<file path="config.mk">
export PLATFORM = sky130hd
export DESIGN_NAME = line_clear_ctrl
export DESIGN_NICKNAME = d
export VERILOG_FILES = /design/src/rtl/line_clear_ctrl.sv
export SDC_FILE = /design/constraint.sdc
export NUM_CORES = 1
export LEC_CHECK = 0
export ABC_AREA = 1
export CORE_MARGIN = 2
export CORE_UTILIZATION = 50
export DETAILED_ROUTE_END_ITERATION = 16
export PLACE_DENSITY = 0.82
export REMOVE_ABC_BUFFERS = 1
export SYNTH_ARGS = -nofsm -noshare
export SYNTH_HDL_FRONTEND = slang
export SYNTH_SLANG_ARGS = --single-unit
</file>
<file path="constraint.sdc">
create_clock -name CLOCK_50 -period 2.9 [get_ports CLOCK_50]
set_clock_uncertainty 0.2 [all_clocks]
set_input_delay 0.435 -clock CLOCK_50 [delete_from_list [all_inputs] [get_ports CLOCK_50]]
set_output_delay 0.435 -clock CLOCK_50 [all_outputs]
set_load 0.05 [all_outputs]
</file>
<file path="src/rtl/line_clear_ctrl.sv">
// Line-clear sequencer: after a piece locks, compacts the board bottom-to-top in one pass.
// Full rows are dropped, kept rows are copied down, and freed top rows are zero-filled.
module line_clear_ctrl #(
    parameter int COLS = 10,
    parameter int ROWS = 20,
    parameter int XW   = 4,
    parameter int YW   = 5
) (
    input  logic          CLOCK_50,
    input  logic          resetn,
    input  logic          start,
    output logic          busy,
    output logic          done,
    output logic [YW-1:0] lines_cleared,
    output logic          mem_req,
    input  logic          mem_gnt,
    output logic [XW-1:0] board_rx,
    output logic [YW-1:0] board_ry,
    input  logic          board_rdata,
    output logic          board_we,
    output logic [XW-1:0] board_wx,
    output logic [YW-1:0] board_wy,
    output logic          board_wdata
);

    typedef enum logic [2:0] {IDLE, READ, RTAIL, EVAL, WRITE, FILL, DONE} state_t;

    state_t                state, state_nxt;
    logic [XW-1:0]         x, x_nxt, rd_idx;
    logic [YW-1:0]         src, src_nxt, cnt, cnt_nxt, cnt_after;
    logic signed [YW:0]    dst, dst_nxt, dst_after;
    logic [COLS-1:0]       row_buf;
    logic                  rd_pend, advance, last_col, dst_is_src;

    assign last_col   = (x == XW'(COLS-1));
    assign dst_is_src = !dst[YW] && (dst[YW-1:0] == src);

    assign mem_req     = busy;
    assign board_rx    = x;
    assign board_ry    = src;
    assign board_wx    = x;
    assign board_wy    = dst[YW-1:0];
    assign board_wdata = (state == WRITE) ? row_buf[x] : 1'b0;
    // Gated by resetn so a reset mid-write stops writing in the very cycle it is asserted.
    assign board_we    = resetn && mem_gnt && (state == WRITE || state == FILL);

    always_ff @(posedge CLOCK_50) begin
        if (!resetn) state <= IDLE;
        else         state <= state_nxt;
    end

    always_comb begin
        state_nxt = state;
        x_nxt     = x;
        src_nxt   = src;
        dst_nxt   = dst;
        cnt_nxt   = cnt;
        cnt_after = cnt;
        dst_after = dst;
        advance   = 1'b0;
        case (state)
            IDLE: if (start) begin
                src_nxt   = YW'(ROWS-1);
                dst_nxt   = $signed((YW+1)'(ROWS-1));
                cnt_nxt   = '0;
                x_nxt     = '0;
                state_nxt = READ;
            end
            READ: if (mem_gnt) begin
                if (last_col) begin
                    x_nxt     = '0;
                    state_nxt = RTAIL;
                end else begin
                    x_nxt = x + XW'(1);
                end
            end
            RTAIL: state_nxt = EVAL;
            EVAL: begin
                if (&row_buf) begin
                    cnt_after = (cnt == YW'(ROWS)) ? cnt : cnt + YW'(1);
                    cnt_nxt   = cnt_after;
                    advance   = 1'b1;
                end else if (dst_is_src) begin
                    dst_after = dst - $signed((YW+1)'(1));
                    dst_nxt   = dst_after;
                    advance   = 1'b1;
                end else begin
                    x_nxt     = '0;
                    state_nxt = WRITE;
                end
            end
            WRITE: if (mem_gnt) begin
                if (last_col) begin
                    x_nxt     = '0;
                    dst_after = dst - $signed((YW+1)'(1));
                    dst_nxt   = dst_after;
                    advance   = 1'b1;
                end else begin
                    x_nxt = x + XW'(1);
                end
            end
            FILL: if (mem_gnt) begin
                if (last_col) begin
                    x_nxt   = '0;
                    dst_nxt = dst - $signed((YW+1)'(1));
                    if (dst == '0) state_nxt = DONE;
                end else begin
                    x_nxt = x + XW'(1);
                end
            end
            DONE:    state_nxt = IDLE;
            default: state_nxt = IDLE;
        endcase
        // Row finished: step to the next source row, or wrap up after row 0.
        if (advance) begin
            if (src == '0) begin
                state_nxt = (!dst_after[YW] && cnt_after != '0) ? FILL : DONE;
            end else begin
                src_nxt   = src - YW'(1);
                x_nxt     = '0;
                state_nxt = READ;
            end
        end
    end

    always_ff @(posedge CLOCK_50) begin
        if (!resetn) begin
            x             <= '0;
            src           <= '0;
            dst           <= '0;
            cnt           <= '0;
            rd_idx        <= '0;
            rd_pend       <= 1'b0;
            row_buf       <= '0;
            busy          <= 1'b0;
            done          <= 1'b0;
            lines_cleared <= '0;
        end else begin
            x       <= x_nxt;
            src     <= src_nxt;
            dst     <= dst_nxt;
            cnt     <= cnt_nxt;
            rd_pend <= (state == READ) && mem_gnt;
            rd_idx  <= x;
            if (rd_pend) row_buf[rd_idx] <= board_rdata;
            done    <= (state == DONE);
            if (state == DONE) lines_cleared <= cnt;
            if (state == IDLE && start) busy <= 1'b1;
            else if (state == DONE)     busy <= 1'b0;
        end
    end

endmodule

</file>
---- After elaboration in Yosys (flattened, before gate mapping) ----
Cells that the tools add are included.
storage, ports and cells
  input bits .............................. 5
  word-level logic and storage cells ...... 109
  output and inout port bits .............. 28
  bits in registers ....................... 45
operators by class
  equal/unequal tests ..................... 19
  order comparisons ....................... 3
  add/subtract/negate cells ............... 4
  muxes and demuxes ....................... 49
  reductions and logical operators ........ 23
operator list
  kind                 number
  $mux 5               8
  $mux 3               10
  $mux 6               5
  $mux 4               7
  $ne 3x3->1 const B   7
  $pmux 3 s6           1
  $pmux 6 s3           1
  $pmux 4 s3           1
  $pmux 6 s2           1
  $bwmux 10            1
  $lt 4x5->1 const B   2
  $pmux 5 s2           1
  $reduce_and 10->1    1
  $eq 3x3->1 const B   3
  $mux 1               9
  $reduce_and 9->1     1
  $logic_and 1x1->1    7
  $eq 3x2->1 const B   2
  $logic_not 6->1      1
  $sub 6x2->6 const B  1
  $add 5x1->5 const B  1
  $eq 5x5->1           1
  $eq 5x5->1 const B   1
  $logic_not 5->1      1
  20 further kinds     24

---- Logic depth before layout (Yosys ltp) ----
  word-level depth ........................ 10
  gate-level depth with buffers ........... 16
  mapped depth without buffers ............ 16

---- Least setup slack after synthesis ----
Ideal clock, no wire load.
  path kind ............................... reg-to-output
  start point ............................. reg x[0], in the netlist board_rx[0]
  end point ............................... out board_wdata
  path buffers ............................ 0
  arrival ................................. 2.194 ns
  required time ........................... 2.265 ns
  cell stages (with the launch flop) ...... 7
  slack ................................... 0.071 ns
  path through ............................ dfxtp_1 -> inv_1 -> a21oi_1 -> o21ai_0 -> o21ai_0 -> o211ai_1 -> a21oi_1
on the way
  word-level cells in the longest chain between the ends .. 3
RTL lines
  what                          line  source
  from (decl)                   29    logic [XW-1:0] x, x_nxt, rd_idx;
  from (signal assigned)        139   x <= x_nxt;
  $bmux 1 s4                    43    assign board_wdata = (state == WRITE) ? row_buf[x] : 1'b0;
  $mux 1 (implied by the code)  43
  $mux 1                        43
  to (decl)                     23    output logic board_wdata
No other way between the ends. The select of a mux whose other input is x is not followed.

---- Final worst setup path ----
Same ends and word-level chain as after synthesis.

==> summary.log <==
qor: power.cellInternalPower 1.36 mW
qor: drt.dr.pass1.iters 5
qor: clock_network.cts-resized-gates 0
qor: placed_design.buffer_ports.inserted 32
qor: grt.first_global_vias 2505
qor: clock_network.cts-hold-fix-buffers 0
qor: drt.drtAntennaViolNets 0
qor: drt.routedLengthMet1 2880 µm
qor: logic_synthesis.postSynthCellCount 427
qor: logic_synthesis.synth-seq-area-share 32.3%
qor: drt.dr_wl_met3 390 µm
qor: floorplanning.floorplan.core_area 5440 µm²
qor: power.total_leakage_power 1.39 nW
qor: logic_synthesis.number_of_register_bits_inferred_by_synthesis 45
qor: worst_hold_path.worstHoldPathCells 2
qor: floorplanning.ios 33
qor: floorplanning.die_area 6200 µm²
qor: placed_design.place.gp.congestion 0.868
qor: drt.route.detailed.wl_per_inst 12.4 µm
qor: clock_network.h_tree_level_count 2
qor: power.p_sw_share 46.3%
qor: setup_path.crit_fanout 12
qor: drt.post-route-drc-count 0
qor: setup_path.worstReg2RegStart board_rx[0]$_SDFF_PN0_
qor: timing.endpoints_failing_setup 0
qor: layout.area_delta_synth_final 15.2%
qor: floorplanning.die_w 78.7 µm
qor: drt.vias 2752
qor: clock_network.cts.reportedPaths.clkPinSlew 0.09 ns
qor: worst_hold_path.worstHoldStart lines_cleared[0]$_SDFFE_PN0P_
qor: timing.grt_setup_unrepaired false
qor: logic_synthesis.number_of_enable_type_register_cells_in_the_synthesized_netlist 0
qor: floorplanning.core.rowCount 27
qor: logic_synthesis.yosysWarningCount 0
qor: grt.initial_antenna_violation_count 0
qor: setup_path.required 2.27 ns
qor: layout.layoutNonFillerInstCount 522
qor: power.net_switching_component_of_the_power 1.17 mW
qor: timing.timing_worst_slew_pin_value 0.522 ns
qor: power.ir_worst_vdd 588 µV
qor: clock_network.tritoncts_num_sinks 45
qor: placed_design.detailed_place.area 3100 µm²
qor: logic_synthesis.ys_types 40
qor: layout.layout.nets 460
qor: clock_network.tritoncts.num_buffers 5
qor: run.drv.max_cap_violation_count 0
qor: setup_path.worstSetupPathType flop to primary output
qor: setup_path.setup.reg_to_reg.worst_slack 0.86 ns
qor: timing.final_hold_vio_count 0
qor: power.power.share.combinational 48.3%
qor: placed_design.preCtsSetupSlack 0.598 ns
qor: grt.grt_max_degree 25
qor: clock_network.cts_buffer_depth 2
qor: timing.clock.fmax 0.398 GHz
qor: drt.violation_count_after_the_first_detailed_routing_iteration 155
qor: layout.antenna_cells_inserted 0
qor: power.clkPwrFrac 19.1%
qor: setup_path.reg2regPathDepth 10
qor: floorplanning.floorplan.initialDensity 51.3%
qor: logic_synthesis.avgSynthCellArea 6.54 µm²
qor: clock_network.cts_setup_buffers 0
qor: layout.utilization 59.1%
qor: grt.grt_first_pass_wirelength 11100 µm
qor: placed_design.dp_hpwl 4790 µm
qor: setup_path.worst_setup_path_start_kind flop
qor: logic_synthesis.synth_flop_cell dfxtp_1
qor: power.seq_power_share 32.6%
qor: timing.final_critical_path_setup_slack 0.385 ns
qor: power.pwr_density_cell 786 nW/µm²
qor: drt.met2_wirelength 3150 µm
qor: layout.final_common_cell nand2_1
qor: timing.worst_hold_slack 0.245 ns
qor: worst_hold_path.hold_end lines_cleared[0]$_SDFFE_PN0P_
qor: status.run_status complete, no violations
qor: timing.final_min_period_over_clock_period 86.7%
qor: setup_path.critPathArrivalTime 1.88 ns
qor: worst_hold_path.path_category_of_the_worst_min_delay_check flop to flop
qor: layout.cell_area_after_layout 3210 µm²
qor: grt.grt_util_all_layers 22.1%
qor: timing.finalMaxSlewViolations 0
qor: layout.layout_cells_sized_above_1 10.2%
qor: drt.route.detailed.vias_per_inst 5.27
qor: clock_network.cts_tree built
qor: grt.grt-ovfl-total 0
qor: layout.most-common-layout-cells nand2_1, inv_1, dfxtp_1
qor: timing.slew_headroom 65.1%
qor: clock_network.cts-root-buf clkbuf_8
qor: logic_synthesis.synthArstFlopShare 0%
qor: drt.top_layer met4
qor: setup_path.kind_of_end_point_of_the_critical_path primary output
qor: placed_design.placedCellCount 514
qor: setup_path.ff_to_ff_end state[0]$_SDFFE_PN0P_
qor: drt.drt_wl_total 6490 µm
qor: clock_network.clkLatencyLatePin 0.30 ns
qor: timing.finalWorstPathRequiredPeriod 2.52 ns
qor: floorplanning.fp.dieH 78.7 µm
qor: logic_synthesis.syn_area 2790 µm²
[power by group through the flow]
stage	sequential, mW	clock (mW)	combinational [mW]
finish	0.824	0.483	1.22
global route	0.841	0.525	1.35
CTS	0.824	0.491	1.22
detailed placement	0.837	0	1.21
global placement	0.835	0	1.18
floorplan	1.01	0	0.715
[worst max path at each step]
stage,startpoint,endpoint,slack (ns),cells after the start
finish,board_rx[0]$_SDFF_PN0_,board_wdata,0.38,7
global route,board_rx[0]$_SDFF_PN0_,board_wdata,0.26,7
CTS,board_rx[0]$_SDFF_PN0_,board_wdata,0.37,7
detailed placement,mem_gnt,board_we,0.60,4
global placement,mem_gnt,board_we,0.63,4
floorplan,board_rx[0]$_SDFF_PN0_,board_wdata,-0.32,6
[logic make-up (layout without fill, tap and decap cells)]
kind of cell / Yosys count / in the layout / synth area share (%)
XOR/XNOR: 7 / 7 / 2.20
buffers and inverters: 89 / 112 / 13.9
adder cells (fa/ha/maj): 6 / 6 / 2.69
flip-flops: 45 / 45 / 32.3
AO/OA/AOI/OAI: 85 / 85 / 16.6
AND/OR/NAND/NOR: 195 / 195 / 32.3
[layer usage]
layer,vias to the layer above,GRT usage [%]
met5,-,0
met4,0,6.67
met3,7,4.55
met2,88,37.4
met1,1252,28.4
li1,1405,-
[sequential cells by signal, summed over array words and instances, names as in the netlist]
signal and flops:
state 3, rd_pend 1, dst 6, board_ry 5, rd_idx 4, cnt 5
row_buf 10, busy 1, board_rx 4, done 1, lines_cleared 5
[area by class of cell]
cell class                      instances  area (µm²)
Tap cell                               72        90.1
Clock inverter                          3        46.3
Inverter                               70         263
Fill cell                             508        2220
Multi-Input combinational cell        293        1500
Timing Repair Buffer                   34         343
Sequential cell                        45         901
Clock buffer                            5        68.8
[worst max-delay path: stages, from the launching register on]
cell,delay [ns]
dfxtp_1,0.57
inv_1,0.19
a21oi_1,0.17
o21ai_0,0.09
o21ai_0,0.09
o211ai_1,0.10
a21oi_1,0.15
buf_4,0.22
[through the flow]
step                      power [mW]  TNS, ns
after floorplan                 1.73   -0.319
after global placement          2.02        0
after detailed placement        2.05        0
after CTS                       2.53        0
after global routing            2.72        0
final                           2.53        0
[cell usage after synthesis, drive strengths merged (4+ instances only)]
master / instances / share of area, %
nand4: 4 / 0.90
o21ai: 37 / 6.8
a21oi: 38 / 6.9
clkbuf: 6 / 0.85
ha: 6 / 2.7
inv: 70 / 9.4
buf: 13 / 3.6
nand2: 90 / 13
nand3: 38 / 7.6
xor2: 6 / 1.9
dfxtp: 45 / 32
nor3: 8 / 1.8
nor2: 50 / 7.9
(Power assumes the default switching activity.)
